==> config.mk <==
export PLATFORM = sky130hd
export DESIGN_NAME = stopwatch_datapath
export DESIGN_NICKNAME = d
export VERILOG_FILES = /design/src/rtl/sw_defs.sv /design/src/rtl/sw_tick_gen.sv /design/src/rtl/sw_time_counter.sv /design/src/rtl/stopwatch_datapath.sv
export SDC_FILE = /design/constraint.sdc
export NUM_CORES = 1
export LEC_CHECK = 0
export ABC_CLOCK_PERIOD_IN_PS = 2900
export BUFFER_PORTS_ARGS = -buffer_cell sky130_fd_sc_hd__buf_4
export CAP_MARGIN = 15
export CORE_MARGIN = 1.5
export CORE_UTILIZATION = 60
export CTS_BUF_LIST = sky130_fd_sc_hd__clkbuf_4
export DETAILED_ROUTE_END_ITERATION = 8
export GPL_TIMING_DRIVEN = 0
export PLACE_DENSITY_LB_ADDON = 0.25
export SLEW_MARGIN = 0
export SYNTH_ARGS = -nofsm -noshare
export SYNTH_HDL_FRONTEND = slang
export SYNTH_SLANG_ARGS = --single-unit
==> constraint.sdc <==
create_clock -name clk -period 2.9 [get_ports clk]
set_input_delay 0.87 -clock clk [delete_from_list [all_inputs] [get_ports clk]]
set_output_delay 0.87 -clock clk [all_outputs]
set_load 0.02 [all_outputs]
==> src/rtl/sw_defs.sv <==
// Shared stopwatch definitions: field widths, default moduli and the packed
// time record. Used by the datapath here and by the FND display decoder.
package sw_defs;

  // Fixed field widths of the time outputs.
  localparam int MSEC_W = 7;
  localparam int SEC_W  = 6;
  localparam int MIN_W  = 6;
  localparam int HOUR_W = 5;

  // Default moduli of each field.
  localparam int MSEC_MAX_DEF = 100;
  localparam int SEC_MAX_DEF  = 60;
  localparam int MIN_MAX_DEF  = 60;
  localparam int HOUR_MAX_DEF = 24;

  // Complete time value as consumed by the display stage.
  typedef struct packed {
    logic [HOUR_W-1:0] hour;
    logic [MIN_W-1:0]  min;
    logic [SEC_W-1:0]  sec;
    logic [MSEC_W-1:0] msec;
  } sw_time_t;

  // Number of clk cycles per centisecond tick.
  function automatic int div_ratio(input int clk_hz, input int tick_hz);
    return clk_hz / tick_hz;
  endfunction

endpackage

==> src/rtl/sw_tick_gen.sv <==
// Clock divider with run/clear gating.
// Ports:
//   clk, rst     clock, asynchronous active-high reset
//   run_stop     1 = divider advances, 0 = divider holds (keeps fractional period)
//   clear        synchronous clear; zeroes the divider and suppresses the tick
//   tick_en      combinational: asserted on the edge where the count advances
module sw_tick_gen #(
  parameter int DIV = 10
) (
  input  logic clk,
  input  logic rst,
  input  logic run_stop,
  input  logic clear,
  output logic tick_en
);

  localparam int DIV_W = $clog2(DIV);
  localparam logic [DIV_W-1:0] DIV_LAST = DIV_W'(DIV - 1);

  logic [DIV_W-1:0] div;
  logic             at_last;

  assign at_last = (div == DIV_LAST);
  assign tick_en = run_stop & at_last & ~clear;

  // Holding while stopped means a stop on the last count leaves div at
  // DIV-1, so the tick fires on the very first edge after resume.
  always_ff @(posedge clk or posedge rst) begin
    if (rst) begin
      div <= '0;
    end else if (clear) begin
      div <= '0;
    end else if (run_stop) begin
      div <= at_last ? '0 : div + DIV_W'(1);
    end
  end

endmodule

==> src/rtl/sw_time_counter.sv <==
// One modulo-MAX field of the time cascade.
// Ports:
//   clk, rst   clock, asynchronous active-high reset
//   clear      synchronous clear to 0 (priority over inc)
//   inc        advance by one this edge
//   cnt        registered count 0..MAX-1
//   carry      combinational: inc while at MAX-1, drives the next field's inc
module sw_time_counter #(
  parameter int WIDTH = 7,
  parameter int MAX   = 100
) (
  input  logic             clk,
  input  logic             rst,
  input  logic             clear,
  input  logic             inc,
  output logic [WIDTH-1:0] cnt,
  output logic             carry
);

  localparam logic [WIDTH-1:0] LAST = WIDTH'(MAX - 1);

  logic at_last;

  assign at_last = (cnt == LAST);
  // Combinational carry lets the whole cascade roll over on a single edge.
  assign carry   = inc & at_last;

  always_ff @(posedge clk or posedge rst) begin
    if (rst) begin
      cnt <= '0;
    end else if (clear) begin
      cnt <= '0;
    end else if (inc) begin
      cnt <= at_last ? '0 : cnt + WIDTH'(1);
    end
  end

endmodule

==> src/rtl/stopwatch_datapath.sv <==
// Stopwatch time-keeping datapath: divides clk to TICK_HZ and counts a
// centisecond/second/minute/hour cascade for the FND display stage.
// Ports:
//   clk, rst   clock, asynchronous active-high reset
//   run_stop   level from controller, 1 = counting
//   clear      one-cycle clear pulse from controller
//   msec/sec/min/hour  registered binary time fields
//   tick       registered one-cycle pulse per msec increment
module stopwatch_datapath
  import sw_defs::*;
#(
  parameter int CLK_HZ   = 100_000_000,
  parameter int TICK_HZ  = 100,
  parameter int MSEC_MAX = MSEC_MAX_DEF,
  parameter int SEC_MAX  = SEC_MAX_DEF,
  parameter int MIN_MAX  = MIN_MAX_DEF,
  parameter int HOUR_MAX = HOUR_MAX_DEF
) (
  input  logic              clk,
  input  logic              rst,
  input  logic              run_stop,
  input  logic              clear,
  output logic [MSEC_W-1:0] msec,
  output logic [SEC_W-1:0]  sec,
  output logic [MIN_W-1:0]  min,
  output logic [HOUR_W-1:0] hour,
  output logic              tick
);

  localparam int DIV = div_ratio(CLK_HZ, TICK_HZ);

  logic tick_en;
  logic msec_carry;
  logic sec_carry;
  logic min_carry;
  logic hour_carry_unused;  // day rollover is silent: no overflow flag

  sw_tick_gen #(
    .DIV(DIV)
  ) u_tick_gen (
    .clk     (clk),
    .rst     (rst),
    .run_stop(run_stop),
    .clear   (clear),
    .tick_en (tick_en)
  );

  sw_time_counter #(
    .WIDTH(MSEC_W),
    .MAX  (MSEC_MAX)
  ) u_msec (
    .clk  (clk),
    .rst  (rst),
    .clear(clear),
    .inc  (tick_en),
    .cnt  (msec),
    .carry(msec_carry)
  );

  sw_time_counter #(
    .WIDTH(SEC_W),
    .MAX  (SEC_MAX)
  ) u_sec (
    .clk  (clk),
    .rst  (rst),
    .clear(clear),
    .inc  (msec_carry),
    .cnt  (sec),
    .carry(sec_carry)
  );

  sw_time_counter #(
    .WIDTH(MIN_W),
    .MAX  (MIN_MAX)
  ) u_min (
    .clk  (clk),
    .rst  (rst),
    .clear(clear),
    .inc  (sec_carry),
    .cnt  (min),
    .carry(min_carry)
  );

  sw_time_counter #(
    .WIDTH(HOUR_W),
    .MAX  (HOUR_MAX)
  ) u_hour (
    .clk  (clk),
    .rst  (rst),
    .clear(clear),
    .inc  (min_carry),
    .cnt  (hour),
    .carry(hour_carry_unused)
  );

  // tick_en already excludes clear, so a cleared edge leaves tick low.
  always_ff @(posedge clk or posedge rst) begin
    if (rst) begin
      tick <= 1'b0;
    end else begin
      tick <= tick_en;
    end
  end

endmodule

# Word-level counts from Yosys, hierarchy flattened
# Index checks and enable logic that the tools add are counted.
# Widths: inputs -> output; s select.
# word_totals
register_bits,45
inputBits,4
output_inout_bits,25
wordCells,42
# op_classes
n_addsub,5
eq_ne,5
mux,15
bitwise_logic,6
n_reduce_logical,5
# ops
operator,count
$mux 20,3
$mux 6,6
$mux 7,3
$add 20x1->20 const B,1
$eq 20x20->1 const B,1
$mux 5,3
$add 6x1->6 const B,2
$eq 6x6->1 const B,2
$reduce_bool 2->1,5
$add 7x1->7 const B,1
$eq 7x7->1 const B,1
$add 5x1->5 const B,1
$and 1x1->1,5
$eq 5x5->1 const B,1
$not 1->1,1

# Longest topological paths before layout
# logic_depth
ltp_word,8
ltp_mapped,8
depth_no_buf,5

# Cells and area by module
# From an unflattened synthesis, not the netlist that was laid out.
# hier_totals
hier_cells,265
hier_area_um2,2547.4
# by_module_without_submodules
module,n_inst,cells_per_inst,area_per_inst_um2,seq_area_each_um2
sw_tick_gen,1,121,1126.1,500.5
sw_time_counter (u_min ...),2,38,359.1,150.1
sw_time_counter (u_msec),1,42,400.4,175.2
sw_time_counter (u_hour),1,24,274.0,125.1
stopwatch_datapath,1,2,28.8,25.0

# Worst setup path after synthesis
# OpenSTA, ideal clock, no wires.
# synth_timing
kind,input port to flip-flop
startpoint,input run_stop
endpoint,register u_hour.cnt[2]
setup_ns,0.125
t_arrival_ns,2.315
required_ns,2.775
path_slack_ns,0.460
cell_stages,6
n_path_buf,2
path_cell_list,clkbuf_1 > and4b_1 > nand4_1 > clkbuf_1 > nor4_1 > mux2_2
# synth_via
elab_chain_cells,6
# synth_lines
item,line,source
start: declaration,stopwatch_datapath.sv:21,"input logic run_stop,"
$and 1x1->1 (2 in series),sw_tick_gen.sv:24,assign tick_en = run_stop & at_last & ~clear;
$and 1x1->1 (3 in series),sw_time_counter.sv:26,assign carry = inc & at_last;
$reduce_bool 2->1 (no source line),n/a,
end signal: assignment,sw_time_counter.sv:34,cnt <= at_last ? '0 : cnt + WIDTH'(1);
end: declaration,sw_time_counter.sv:16,"output logic [WIDTH-1:0] cnt,"
# Every way passes these cells.
# A chain may end at the register's enable or synchronous reset.

# Worst setup path after layout
# layout_timing
startpoint,register u_tick_gen.div[12]
endpoint,register u_hour.cnt[2]
# layout_via
elab_chain_cells,7
# layout_lines
item,line,source
start: declaration,sw_tick_gen.sv:20,logic [DIV_W-1:0] div;
start signal: assignment,sw_tick_gen.sv:34,div <= at_last ? '0 : div + DIV_W'(1);
$eq 20x20->1,sw_tick_gen.sv:23,assign at_last = (div == DIV_LAST);
$and 1x1->1 (2 in series),sw_tick_gen.sv:24,
$and 1x1->1 (3 in series),sw_time_counter.sv:26,
$reduce_bool 2->1 (no source line),n/a,
# Every way passes these cells.

==> metrics.txt <==
largest net degree at the start of global routing=31; syn_area_per_cell=9.037 um^2; clock power share=36.4%; CP Capture Type=flip-flop; fraction of synthesis flops using an asynchronous set or reset pin=100.0%; Primary FF master, synth=dfrtp_1; Final Hold Violating Endpoints=0; clock buffers created by TritonCTS=5; Worst VDD drop=261.7 uV; WL/cell=15.85 um; multi-input logic area=1335 um^2; post-CTS sizing=0; Sw Ratio=23.70%; setup tns final=0 ps; CTS tree=built; Internal=0.0008229 W; worst clock skew=20.70 ps; clk_lat worst skew=380 ps; # DRC=0; post-CTS setup buffers=0; Slew @ Worst Pin=857.4 ps; Register Area=1126 um^2; RSZ-0062 raised after global routing=false; Hold/Removal Path Class=in -> async; initial antenna violation count=0; total number of vias=2376; Switch Pwr=0.0002556 W; CTS sink count=45; Max Slew Vio Count=0; slowest CP cell=nor4b_1; first-pass GRT wire length=9.860 mm; CP required=3170 ps; H-tree depth=2; register bit total from synthesis=45; Leakage=1.199 nW; Reg clk slew, reported paths=150 ps; P&R area growth vs syn=14.43%; # rows=23; EDFF count, synth=0; worst setup path startpoint=u_tick_gen.div[12]; vias in the first global route=2071; Max-Cap Viols=0; library cells used by synthesis=51; detailed-placement wirelength estimate=4.210 mm; CP delay by family, top=simple AND/OR/NAND/NOR gates; PortBufs=27; first-pass iteration count of the detailed router=4; synthesized cell area=2557 um^2; Final ANT Viol Nets=0; Die Wd=68.29 um; CTS max path bufs=2; Max stage delay on crit path=770 ps; Fill cells=312; status=completed; initial drt markers=202; gr ovfl total=0; Avg Vias per Cell=6.422; share of cells above drive strength 1=14.06%; max_slew headroom=42.04%; final WL=5.864 mm; die area=4663 um^2; Final Cycle Share=90.76%; synthesized instance count=283; clk root buf=clkbuf_4; power density cells=368.5 nW/um^2; critical path cell sequence=nor4b_1 -> nand4_1 -> clkbuf_1 -> nor4_1 -> mux2_2; critical setup path kind=reg -> reg; Crit Path Max Fanout=10; Initial Utilization=63.03%; Final Setup Violations=0; post-synthesis sequential area ratio=44.03%; Reg-to-Reg Start=u_tick_gen.div[12]; Die Y=68.29 um; diodes inserted=0; Buf+Inv Stages, Crit Path=1; Mapped Nets=292; # nets final=328; fmax=379.9 MHz; core area=4058 um^2; CP Launch Type=flip-flop; total I/O pin count=29; Min Clock Period, post-route=2632 ps; yosys warns=0; sequential power share=58.8%; number of buffers inserted by hold repair at cts=0; Pwr Total=0.001079 W; GP Congestion=0.8749; Tot GR Track Use=28.26%; WP data arrival=2900 ps; Gate power share=4.8%
kinds of logic after synthesis:
| logic type | Yosys count | share of synthesized area, % |
|---|---|---|
| XOR/XNOR | 14 | 4.795 |
| buffers and inverters | 25 | 3.767 |
| adder cells (fa/ha/maj) | 5 | 2.446 |
| flip-flops | 45 | 44.03 |
| multiplexers | 7 | 2.789 |
| AO/OA/AOI/OAI | 55 | 15.36 |
| AND/OR/NAND/NOR | 132 | 26.81 |
cell usage after synthesis, types with 2 or more instances:
| master | count | area (um^2) |
|---|---|---|
| nand3_1 | 17 | 85.08 |
| mux2i_1 | 6 | 60.06 |
| inv_1 | 11 | 41.29 |
| a31oi_1 | 2 | 12.51 |
| buf_1 | 2 | 7.510 |
| xor2_1 | 5 | 43.79 |
| dfrtp_1 | 45 | 1126 |
| xnor2_1 | 9 | 78.83 |
| nand2b_1 | 2 | 12.51 |
| a311oi_1 | 2 | 17.52 |
| o311ai_0 | 3 | 26.28 |
| o21ai_0 | 12 | 60.06 |
| nand2_1 | 29 | 108.9 |
| and4_1 | 4 | 35.03 |
| a41oi_1 | 2 | 17.52 |
| o211ai_1 | 3 | 22.52 |
| a211oi_1 | 3 | 22.52 |
| o41ai_1 | 2 | 17.52 |
| clkbuf_1 | 9 | 33.78 |
| or3_1 | 9 | 56.30 |
| nor4_1 | 11 | 68.82 |
| and3_1 | 4 | 25.02 |
| nor4b_1 | 3 | 26.28 |
| or4_1 | 5 | 37.54 |
| a221oi_1 | 2 | 17.52 |
| a2111oi_0 | 2 | 17.52 |
| nand4_1 | 11 | 68.82 |
| nor3_1 | 2 | 10.01 |
| buf_2 | 2 | 10.01 |
| o31a_1 | 2 | 17.52 |
| ha_1 | 5 | 62.56 |
| a21oi_1 | 9 | 45.04 |
| nor2_1 | 29 | 108.9 |
| o31ai_1 | 2 | 15.01 |
cell type report:
cell class / instances / share of cell area (%)
timing repair buffer: 29 / 7.781
clock buffer: 5 / 1.283
inverter: 12 / 1.539
multi-input combinational: 213 / 45.62
clock inverter: 3 / 1.411
sequential: 45 / 38.48
buffer: 13 / 1.753
tap: 50 / 2.138
layer usage:
metal,track usage [%],wire length (um)
met3,5.757,385
met1,40.67,2736
met2,42.60,2649
met4,9.000,93
met5,0,0
per-stage QoR:
stage,area (um^2),util [%],worst slack (ps),cells,hold WS [ps]
floorplan,2557,-,460.2,283,518.7
global placement,2823,69.57,174.7,360,521.4
detailed placement,2848,70.18,138.8,362,533.9
CTS,2927,72.12,273.2,370,447.4
global route,2927,72.12,60.16,370,460.3
finish,2927,72.12,268.0,370,436.2
power by group through the flow:
stage / sequential [W] / combinational (W) / clock [W]
after floorplan: 0.000645 / 0.0000344 / 0
after global placement: 0.000645 / 0.0000479 / 0
after detailed placement: 0.000646 / 0.0000525 / 0
after CTS: 0.000634 / 0.0000528 / 0.000397
after global routing: 0.000635 / 0.0000597 / 0.000419
final: 0.000634 / 0.0000516 / 0.000393
final timing paths:
path | end | slack (ps) | cells past startpoint
min | u_msec.cnt[0] | 440 | 2
min in group clk | u_msec.cnt[0] | 570 | 1
max reg2reg | u_hour.cnt[2] | 270 | 5
min reg2reg | u_msec.cnt[0] | 570 | 1
max | u_hour.cnt[2] | 270 | 5
max in group asynchronous | u_min.cnt[4] | 1980 | 3
registers in the layout, indices dropped and copies added, names as in the netlist:
name / cells
u_tick_gen.div: 20
u_msec.cnt: 7
tick: 1
u_hour.cnt: 5
u_min.cnt: 6
u_sec.cnt: 6
cells in the final DEF (no fill, tap or decap), types with 3 or more instances in the layout:
master	Yosys	final
clkbuf_4	0	5
nand2_1	29	29
mux2i_1	6	6
a21oi_1	9	9
nor2_1	29	29
o211ai_1	3	3
or4_1	5	5
clkbuf_1	9	9
nor4b_1	3	3
nor4_1	11	11
or3_1	9	9
buf_4	0	27
o21ai_0	12	12
ha_1	5	5
a211oi_1	3	3
buf_2	2	3
o311ai_0	3	3
nand3_1	17	17
xnor2_1	9	9
dfrtp_1	45	45
and3_1	4	4
inv_1	11	10
xor2_1	5	5
nand4_1	11	11
and4_1	4	4
(Power assumes the default switching activity.)
